**src/rtl/mt9v034_vid_to_axis.sv**
```systemverilog
// MT9V034 deserialized video to AXI4-Stream bridge: frame/line framing, one-pixel
// hold register for end-of-line tagging, and an output FIFO with sticky overflow.
module mt9v034_vid_to_axis #(
  parameter int unsigned VIDEO_BIT_WIDTH = 10,
  parameter int unsigned TDATA_WIDTH     = 16,
  parameter int unsigned FIFO_DEPTH      = 16
) (
  input  logic                       pxclk,
  input  logic                       rst,
  input  logic                       receiver_locked,
  input  logic                       pixel_data_valid,
  input  logic [VIDEO_BIT_WIDTH-1:0] vid_data,
  input  logic                       vid_active_video,
  input  logic                       vid_hblank,
  input  logic                       vid_vblank,
  output logic [TDATA_WIDTH-1:0]     m_axis_tdata,
  output logic                       m_axis_tvalid,
  input  logic                       m_axis_tready,
  output logic                       m_axis_tuser,
  output logic                       m_axis_tlast,
  output logic                       overflow,
  output logic [15:0]                frame_count,
  output logic [11:0]                line_width
);

  localparam int unsigned AW = $clog2(FIFO_DEPTH);
  localparam int unsigned EW = VIDEO_BIT_WIDTH + 2;
  localparam logic [AW:0] FullCnt = (AW + 1)'(FIFO_DEPTH);

  typedef enum logic [1:0] {StWaitLock, StWaitVblank, StActive, StDrop} state_e;

  // Assert asynchronously, release on the second pxclk edge.
  logic [1:0] rst_sync_q;
  logic       rst_int;
  always_ff @(posedge pxclk or posedge rst) begin
    if (rst) rst_sync_q <= 2'b11;
    else     rst_sync_q <= {rst_sync_q[0], 1'b0};
  end
  assign rst_int = rst_sync_q[1];

  state_e                     state_q, state_d;
  logic                       hold_vld_q, hold_vld_d;
  logic [VIDEO_BIT_WIDTH-1:0] hold_data_q, hold_data_d;
  logic                       hold_sof_q, hold_sof_d;
  logic                       sof_pend_q, sof_pend_d;
  logic                       line_seen_q, line_seen_d;
  logic [11:0]                pix_cnt_q, pix_cnt_d;
  logic [11:0]                line_width_q, line_width_d;
  logic [15:0]                frame_cnt_q, frame_cnt_d;
  logic                       ovf_q, ovf_d;
  logic [AW-1:0]              wr_ptr_q, wr_ptr_d, rd_ptr_q, rd_ptr_d;
  logic [AW:0]                cnt_q, cnt_d;
  logic [EW-1:0]              mem_q [FIFO_DEPTH];

  logic          sample, is_pix, is_vb, push_req, push, pop, fifo_full;
  logic [EW-1:0] push_word, head;

  assign sample        = pixel_data_valid;
  // A word flagged as blanking is never treated as a pixel.
  assign is_pix        = sample & vid_active_video & ~vid_hblank & ~vid_vblank;
  assign is_vb         = sample & vid_vblank;
  assign fifo_full     = (cnt_q == FullCnt);
  assign m_axis_tvalid = (cnt_q != '0);
  assign pop           = m_axis_tvalid & m_axis_tready;

  always_comb begin
    state_d      = state_q;
    hold_vld_d   = hold_vld_q;
    hold_data_d  = hold_data_q;
    hold_sof_d   = hold_sof_q;
    sof_pend_d   = sof_pend_q;
    line_seen_d  = line_seen_q;
    pix_cnt_d    = pix_cnt_q;
    line_width_d = line_width_q;
    frame_cnt_d  = frame_cnt_q;
    ovf_d        = ovf_q;
    push_req     = 1'b0;
    push         = 1'b0;
    push_word    = {hold_sof_q, ~is_pix, hold_data_q};
    if (!receiver_locked) begin
      state_d     = StWaitLock;
      hold_vld_d  = 1'b0;
      sof_pend_d  = 1'b0;
      line_seen_d = 1'b0;
      pix_cnt_d   = '0;
    end else begin
      unique case (state_q)
        StWaitLock: state_d = StWaitVblank;
        StWaitVblank, StDrop: begin
          if (is_vb) begin
            state_d    = StActive;
            sof_pend_d = 1'b1;
          end
        end
        StActive: begin
          push_req = sample & hold_vld_q;
          if (push_req && fifo_full && !pop) begin
            ovf_d       = 1'b1;
            hold_vld_d  = 1'b0;
            line_seen_d = 1'b0;
            pix_cnt_d   = '0;
            state_d     = StDrop;
          end else begin
            push = push_req;
            if (push_req && !is_pix) begin
              line_width_d = pix_cnt_q;
              pix_cnt_d    = '0;
              line_seen_d  = 1'b1;
              hold_vld_d   = 1'b0;
            end
            if (is_pix) begin
              hold_vld_d  = 1'b1;
              hold_data_d = vid_data;
              hold_sof_d  = sof_pend_q;
              sof_pend_d  = 1'b0;
              if (pix_cnt_q != 12'hfff) pix_cnt_d = pix_cnt_q + 12'd1;
            end
            if (is_vb) begin
              sof_pend_d = 1'b1;
              if (line_seen_d) begin
                frame_cnt_d = frame_cnt_q + 16'd1;
                line_seen_d = 1'b0;
              end
            end
          end
        end
        default: state_d = StWaitLock;
      endcase
    end
  end

  always_comb begin
    wr_ptr_d = wr_ptr_q;
    rd_ptr_d = rd_ptr_q;
    cnt_d    = cnt_q;
    if (push) wr_ptr_d = wr_ptr_q + 1'b1;
    if (pop)  rd_ptr_d = rd_ptr_q + 1'b1;
    case ({push, pop})
      2'b10:   cnt_d = cnt_q + 1'b1;
      2'b01:   cnt_d = cnt_q - 1'b1;
      default: cnt_d = cnt_q;
    endcase
  end

  always_ff @(posedge pxclk or posedge rst_int) begin
    if (rst_int) begin
      state_q      <= StWaitLock;
      hold_vld_q   <= 1'b0;
      hold_data_q  <= '0;
      hold_sof_q   <= 1'b0;
      sof_pend_q   <= 1'b0;
      line_seen_q  <= 1'b0;
      pix_cnt_q    <= '0;
      line_width_q <= '0;
      frame_cnt_q  <= '0;
      ovf_q        <= 1'b0;
      wr_ptr_q     <= '0;
      rd_ptr_q     <= '0;
      cnt_q        <= '0;
    end else begin
      state_q      <= state_d;
      hold_vld_q   <= hold_vld_d;
      hold_data_q  <= hold_data_d;
      hold_sof_q   <= hold_sof_d;
      sof_pend_q   <= sof_pend_d;
      line_seen_q  <= line_seen_d;
      pix_cnt_q    <= pix_cnt_d;
      line_width_q <= line_width_d;
      frame_cnt_q  <= frame_cnt_d;
      ovf_q        <= ovf_d;
      wr_ptr_q     <= wr_ptr_d;
      rd_ptr_q     <= rd_ptr_d;
      cnt_q        <= cnt_d;
    end
  end

  // Storage needs no reset: the output is gated by tvalid.
  always_ff @(posedge pxclk) begin
    if (push) mem_q[wr_ptr_q] <= push_word;
  end

  assign head = mem_q[rd_ptr_q];

  always_comb begin
    m_axis_tdata = '0;
    m_axis_tuser = 1'b0;
    m_axis_tlast = 1'b0;
    if (m_axis_tvalid) begin
      m_axis_tdata[VIDEO_BIT_WIDTH-1:0] = head[VIDEO_BIT_WIDTH-1:0];
      m_axis_tuser                      = head[EW-1];
      m_axis_tlast                      = head[EW-2];
    end
  end

  assign overflow    = ovf_q;
  assign frame_count = frame_cnt_q;
  assign line_width  = line_width_q;

endmodule

```
**config.mk**
```make
export PLATFORM = sky130hd
export DESIGN_NAME = mt9v034_vid_to_axis
export DESIGN_NICKNAME = d
export VERILOG_FILES = /design/src/rtl/mt9v034_vid_to_axis.sv
export SDC_FILE = /design/constraint.sdc
export NUM_CORES = 1
export LEC_CHECK = 0
export BUFFER_PORTS_ARGS = -buffer_cell sky130_fd_sc_hd__buf_2
export CAP_MARGIN = 20
export CORE_MARGIN = 2
export CORE_UTILIZATION = 40
export CTS_CLUSTER_DIAMETER = 120
export DETAILED_ROUTE_END_ITERATION = 6
export PLACE_DENSITY = 0.63
export RECOVER_POWER = 25
export SYNTH_ARGS = -nofsm -noshare
export SYNTH_HDL_FRONTEND = slang
export SYNTH_SLANG_ARGS = --single-unit
```
**constraint.sdc**
```tcl
create_clock -name pxclk -period 2.4 [get_ports pxclk]
set_input_delay 0.24 -clock pxclk [delete_from_list [all_inputs] [get_ports pxclk]]
set_output_delay 0.24 -clock pxclk [all_outputs]
set_load 0.02 [all_outputs]
```
==> out/results.txt, run 1 <==
The net count of the finished layout is 804. Setup violations remaining at the end of the flow were counted as 14. Sequential standard cell area: 7570 um2. Wires add up to 22.8 mm. The tools report the element type at the critical path start as a register.

In the detailed route, the total length drawn on met3 is 1.06 mm. The count of buffers added on input and output ports is 59. For the minimum setup slack in the final design, the log shows -0.242 ns. The run gives 0 as the final hold violation count. The worst-path maximum fanout is 6. The average wire length per cell after detail routing is 20.1 um, and the area added between synthesis and finish is 22.3%. In the post-synthesis netlist, the biggest area contributors are edfxtp_1, dfrtp_1, mux4_2, mux2i_1, nand2_1.

Core box area: 26800 um2. The number of max-slew violations in the final report came out at 0. The maximum achievable frequency came out at 0.378 GHz. The critical path crosses 7 cells after its start point. The cell at the slowest stage of the critical path is or4_4.

After floorplanning, the core was divided into 60 placement rows. The ratio of total power to cell area came out at 1010 nW/um2. For the leakage power total, the log shows 0.00507 uW. The library cells used most frequently in the layout, excluding fill and tap cells, are edfxtp_1, dfrtp_1, nand2_1, mux4_2, buf_2. The largest clock skew in the final design is 0.00982 ns. The worst setup path is of the reg -> out kind.

TritonCTS built the clock tree. Boundary pin count: 66. The tools report the final hold slack as 0.0555 ns.

Setup repair after global routing could not meet its margin everywhere. Routed signal wires occupy layers up through met4. STA puts the critical path data arrival time at 2.40 ns.

The first global-routing pass estimated 35.7 mm of wire. The H-tree depth was 1. The number of antenna violations at the first check in global routing is 0.

The run gives 6077 as the number of vias after detailed routing. The run gives 10.2 mm as the wire length on met1. After filler insertion, the fill cell instance count of the layout stands at 2196. The post-route clock period utilization is 110%, and the maximum number of pins on one net before global-route repair is 52. The logs give 13400 uW for the total power and 6290 for the via count of the first global-routing pass.

The number of buffers and inverters on the critical path is 3. The run gives -0.197 ns as the minimum setup slack after placement. The cell sitting at the root of the clock tree is a clkbuf_16. The gate count of the mapped netlist is 654, and the antenna violation net count after detailed routing is 0. The multi-input gate area in the final layout was 3410 um2. The final reports fail on negative setup slack. At the worst endpoint, the required time is 2.16 ns.

Detailed placement finished with a half-perimeter wire length of 14.8 mm. The width of the chip is 169 um, and the remaining global-route overflow is 0. At the pin with the least slew margin, the transition time is 1.11 ns.

Family with the most delay on the worst path: simple AND/OR/NAND/NOR gates. The most area-hungry cell type in the Yosys netlist is edfxtp_1. Most instantiated flip-flop cell in the synthesis netlist: edfxtp_1. The fraction of synthesized cell area taken by the top area cell type is 53.1%, and the via count normalized by instance count is 5.35.

The routed design could run at a clock period as short as 2.64 ns. Counting instances, the worst hold path has a depth of 3. The clock drives 264 sinks. Sequential cells were found to cover 69.7% of the synthesized design area.

The share of cells above drive strength 1 was 32.5%; the fraction of synthesis flops using an asynchronous set or reset pin was 27.3%. For this configuration, the core starts out at a cell density of 40.5%. For this run, the slowest stage of the critical path takes 0.55 ns. Counting flops and latches in the post-synthesis netlist gives 264. Max-cap violations in this run came to 0.

The worst register-to-register path has a depth of 10. At the later pin of the worst-skew pair, clock insertion delay measures 0.53 ns. Counting the buffers created by CTS gives 26. The mapped netlist covers 10900 um2. At the end of routability-driven placement, the weighted congestion stood at 0.835. The tools report the first-pass iteration count of the detailed router as 5. Clock-pin slew was measured on the worst setup and hold paths at 0.06 ns.

The floorplan step set the die height to 169 um. The worst setup path is captured at an output port. After the first detailed-routing iteration, the DRC count stood at 378. The die area was 28500 um2.

The flow ran to the end, but the final reports show violations. After detailed routing, the number of remaining DRC violations is 0. In this run the mean area of a mapped cell was 16.6 um2.

In the global route stage, overall resource usage came out at 16.2%. The aggregate negative setup slack was -3.00 ns. Total number of yosys warnings: 0. By instance count, the cell type seen most on the critical path is buf_6. The most common library cell in the layout ignoring fill and taps is edfxtp_1. Highest ir drop seen on vdd: 525 uV.

Yosys mapped a number of flops with a built-in enable equal to 192. The antenna cell count came out at 0. The min-delay analysis places its worst path in the category in -> reg. The share of the core filled with cells in the final layout was 49.5%; the routed length on met2 was 11.3 mm. The synthesized netlist contains 54 unique library cells. Counting along the longest clock path gives a buffer depth of 3. The worst slew margin relative to its limit was 26.2%. Walking the worst path, the cells encountered are or4_4, or2_4, buf_6, nand2b_4, buf_12, o22ai_4, buf_6.
-- routing by layer --
layer / vias to the layer above / track usage [%]
li1: 2746 / -
met1: 3132 / 22.8
met2: 172 / 27.2
met5: - / 0
met4: 0 / 2.96
met3: 27 / 2.34
-- metrics by stage --
step	instance area, um2	cells
global placement	11800	1063
global route	13300	1136
finish	13300	1136
detailed placement	11900	1068
CTS	13200	1132
floorplan	10900	660
-- what timing repair did --
| action | in CTS | in global routing |
|---|---|---|
| setup endpoints to repair | 39 | 23 |
| hold buffers | 11 | 0 |
| cloned | 2 | 0 |
| hold endpoints to repair | 12 | 0 |
| pin swaps | 12 | 10 |
| gates resized for setup | 57 | 23 |
| buffers inserted | 4 | 2 |
-- registers in the layout, indices dropped and copies added, names as in the netlist --
name	cells
cnt_q	5
frame_count	16
hold_data_q	10
hold_sof_q	1
hold_vld_q	1
line_seen_q	1
line_width	12
mem_q	192
overflow	1
pix_cnt_q	12
rd_ptr_q	4
rst_sync_q	2
sof_pend_q	1
state_q	2
wr_ptr_q	4
-- kinds of logic after synthesis --
group / share of synthesized area [%]
multiplexers: 14.2
AO/OA/AOI/OAI: 3.43
buffers and inverters: 2.07
adder cells (fa/ha/maj): 1.15
other: 0.0345
flip-flops: 69.7
AND/OR/NAND/NOR: 7.21
XOR/XNOR: 2.18
-- worst reg2reg max path: stages, from the launching register on --
cell,delay (ns)
dfrtp_1,0.38
or4_4,0.55
or2_4,0.25
and2_4,0.15
ha_4,0.16
xor2_2,0.14
ha_2,0.18
buf_4,0.13
nand3b_1,0.15
a31oi_1,0.23
xor2_1,0.18
-- cell usage after synthesis, types with 3 or more instances --
cell type	number
or2_2	4
nand4_1	9
ha_1	10
and4_1	3
xor2_1	13
nor2b_1	3
nand3_1	14
o22ai_1	12
clkbuf_1	16
mux4_2	48
and3_1	5
mux2i_1	25
buf_2	6
nor3_1	15
edfxtp_1	192
buf_4	6
inv_1	10
dfrtp_1	70
nand2b_1	5
a21oi_1	5
buf_1	4
nor2_1	29
o21ai_0	11
mux2_4	11
a31oi_1	6
mux2_2	4
a21o_1	4
buf_6	3
nand2_1	63
xnor2_1	14
a41oi_1	3
-- worst paths after layout --
| path | from | to | slack (ns) |
|---|---|---|---|
| worst max-delay path | cnt_q[2] | m_axis_tdata[2] | -0.24 |
| worst min-delay path | vid_vblank | sof_pend_q | 0.06 |
| worst max register to register | cnt_q[2] | cnt_q[4] | -0.19 |
| worst min register to register | rst_sync_q[1] | cnt_q[0] | 0.34 |
| max in group asynchronous | rst_sync_q[1] | pix_cnt_q[1] | 0.62 |
| min in group asynchronous | rst | rst_sync_q[1] | 0.28 |
-- cell type report --
cell class,count,area share (%)
clock inverters,18,1.13
clock buffers,29,4.98
inverters,11,0.311
flip-flops and latches,264,57.0
multi-input cells,350,25.7
repair buffers,123,7.68
well taps,341,3.21
-- report_power, final --
group,switching [uW],internal [uW]
sequential,137,5000
combinational,2170,2260
clock,1650,2200
total,3960,9460
Note: power is estimated with default switching activity, not from simulation.
==> inputs of run 2 (changes only) <==
--- a/config.mk
+++ b/config.mk
@@ -12,7 +12,6 @@
 export CTS_CLUSTER_DIAMETER = 120
 export DETAILED_ROUTE_END_ITERATION = 6
 export PLACE_DENSITY = 0.63
-export RECOVER_POWER = 25
 export SYNTH_ARGS = -nofsm -noshare
 export SYNTH_HDL_FRONTEND = slang
 export SYNTH_SLANG_ARGS = --single-unit
==> out/results.txt, run 2 (same netlist as run 1, synthesis figures left out) <==
The run finished, with violations left. The checks that failed: negative setup slack. The logs give 60 for the cell row count and 5 for the first-pass iteration count of the detailed router. The ratio of total power to cell area is 1010 nW/um2, and the via count normalized by instance count is 5.36. Counting the buffers created by CTS gives 26.

The number of flip-flops in the largest register came out at 192. The tools report the number of buffers on the longest clock path as 3. The internal power of the cells totals 9470 uW. The worst register-to-register path has a depth of 10. The number of max-slew violations in the final report came out at 0. During placement, the flow inserted port buffers numbering 59.

The aggregate global-route resource usage came out at 16.2%. Worst setup path startpoint: cnt_q[2]. In this run, flip-flops and latches consume 38.3% of the power. The critical path runs through a total of 7 cells. Summed over all cells, the static leakage comes to 0.00509 uW. Antenna cell count: 0.

Timing would allow up to 0.378 GHz. The worst hold path passes through 3 cells. The final hold violation count was 0. After detailed routing, the wire length on met1 is 10.2 mm. In the final routed layout, each cell accounts on average for 20.1 um.

Leaving out fill and tap cells, the most frequent cell in the layout is edfxtp_1. The data arrival at the endpoint of the critical path is 2.40 ns. The total of endpoints with negative setup slack in the final report is 14. For the pin with the worst max-slew slack, the measured transition is 0.752 ns. The routed design has 22.8 mm of wire. By instance count, the cell type seen most on the critical path is buf_6. The tree built by TritonCTS fans out to 264 sinks. Category of the worst setup path capture point: an output port. The share of total power dissipated in combinational logic is 33.0%. The post-route clock period utilization works out to 110%. Relative to the synthesized area, the layout overhead comes to 22.6%. Detailed routing inserted a total of 6085 vias. The run gives 0.53 ns as the later-pin clock latency in the skew report. The worst reg2reg path startpoint was cnt_q[2]. Subtracting the final worst setup slack from the clock period gives 2.64 ns.

In this run switching power makes up 29.5% of total power. The tools report the capture point of the critical path as m_axis_tdata[2]. For the part of the power in the clock network, the log shows 28.7%. On the critical path the largest part of the delay comes from simple AND/OR/NAND/NOR gates. TritonCTS built the clock tree. The critical path contains buffers and inverters numbering 3 combined. The run gives 524 uV as the highest ir drop seen on vdd. The slowest stage of the critical path belongs to the cell or4_4. For the number of violations of the max-capacitance limit, the log shows 0. Setup repair after global routing could not meet its margin everywhere. Initial standard-cell utilization of the core: 40.5%. In this run the count of I/O pins placed on the die edge is 66.

The H-tree depth is 1, and the routed length on met2 is 11.3 mm. The total power is 13400 uW. After the last flow step, the layout net total stands at 804. For this run, the slowest stage of the critical path takes 0.55 ns. The logs give -0.19 ns for the worst setup slack for register-to-register paths and 0.00904 ns for the largest clock skew in the final design.

Top register by number of flip-flops: mem_q. The minimum setup slack after placement was -0.197 ns. STA classifies the critical path startpoint as a register.

Worst-path maximum fanout: 6. The run gives 6290 as the via count of the first global-routing pass. The tree is rooted in a clkbuf_16. The run gives 28500 um2 as the die area.

The class of the tightest hold or removal check was in -> reg. The maximum number of pins on one net before global-route repair is 52. At the end of routability-driven placement, the weighted congestion stood at 0.835. Summed over all nets, the half-perimeter wirelength after detailed placement is 14.8 mm.

The first routing iteration left 378 violations. For the switching power summed over all nets, the log shows 3950 uW. The startpoint-to-endpoint class of the critical path is reg -> out. The highest layer touched by signal routing is met4. The share of cells above drive strength 1 works out to 33.2%. The run gives -0.243 ns as the minimum setup slack in the final design. The antenna violation net count after detailed routing was 0; the critical path data required time was 2.16 ns. After global routing the overflow that remains totals 0. The global-route wire length before repair is 35.7 mm.

The width of the chip is 169 um, and the sum of met3 wire segment lengths after detailed routing is 1.03 mm. The core box area was 26800 um2. In the layout the commonest cells are edfxtp_1, dfrtp_1, nand2_1, mux4_2, buf_2.

The run gives 0 as the DRC violation count after routing. The endpoint identified for the worst register-to-register timing path is cnt_q[4]. The worst pin sits at a relative slew slack of 49.8%. Clock-pin slew was measured on the worst setup and hold paths at 0.06 ns.

Number of antenna violations at the first check in global routing: 0. The signal on the critical path passes through or4_4, or2_4, buf_6, nand2b_4, buf_12, o22ai_4, buf_6. Measured along the y axis, the die boundary spans 169 um.
[run 2: timing repair]
item                                    4_1_cts  5_1_grt
cloned                                        2        0
hold buffers                                 11        0
hold endpoints to repair                     12        0
pin swaps                                    12       10
gates resized for setup                      57       23
setup buffers                                 4        2
endpoints found under the setup margin       39       23
[run 2: cell type report]
cell class,instances,area [um2]
clock buffers,29,662
clock inverters,18,150
fillers,2192,13500
inverters,11,41.3
multi-input cells,350,3410
flip-flops and latches,264,7570
well taps,341,427
repair buffers,123,1050
[run 2: worst min path at each step]
stage | from | endpoint | slack, ns
finish | vid_vblank | sof_pend_q | 0.06
global route | vid_vblank | sof_pend_q | 0.07
CTS | vid_vblank | sof_pend_q | 0.03
detailed placement | rst_sync_q[1] | cnt_q[0] | 0.25
global placement | rst_sync_q[1] | cnt_q[3] | 0.25
floorplan | rst | rst_sync_q[0] | 0.15
[run 2: tightest hold or removal path, stage by stage]
cell and delay, ns:
buf_2 0.14, nand3_1 0.08, o21ai_0 0.07
[run 2: per-stage QoR]
stage / setup TNS [ns] / hold slack [ns] / util [%] / cells / instance area [um2]
global placement: -0.144 / 0.249 / 44.2 / 1063 / 11800
floorplan: -1.27 / 0.152 / - / 660 / 10900
detailed placement: -1.97 / 0.252 / 44.4 / 1068 / 11900
global route: -4.01 / 0.0714 / 49.7 / 1136 / 13300
CTS: -3.09 / 0.0279 / 49.1 / 1132 / 13200
finish: -3.00 / 0.0579 / 49.7 / 1136 / 13300
[run 2: power groups by stage]
stage / clock network (uW) / registers [uW] / logic [uW]
after floorplan: 0 / 5180 / 2250
after global placement: 0 / 5210 / 3280
after detailed placement: 0 / 5220 / 3340
after CTS: 3930 / 5140 / 4200
after global routing: 4120 / 5150 / 4690
final: 3850 / 5140 / 4430
[run 2: metal layers]
| layer | GRT usage (%) | vias up |
|---|---|---|
| li1 | - | 2751 |
| met4 | 2.96 | 0 |
| met1 | 22.8 | 3138 |
| met3 | 2.34 | 27 |
| met5 | 0 | - |
| met2 | 27.2 | 169 |
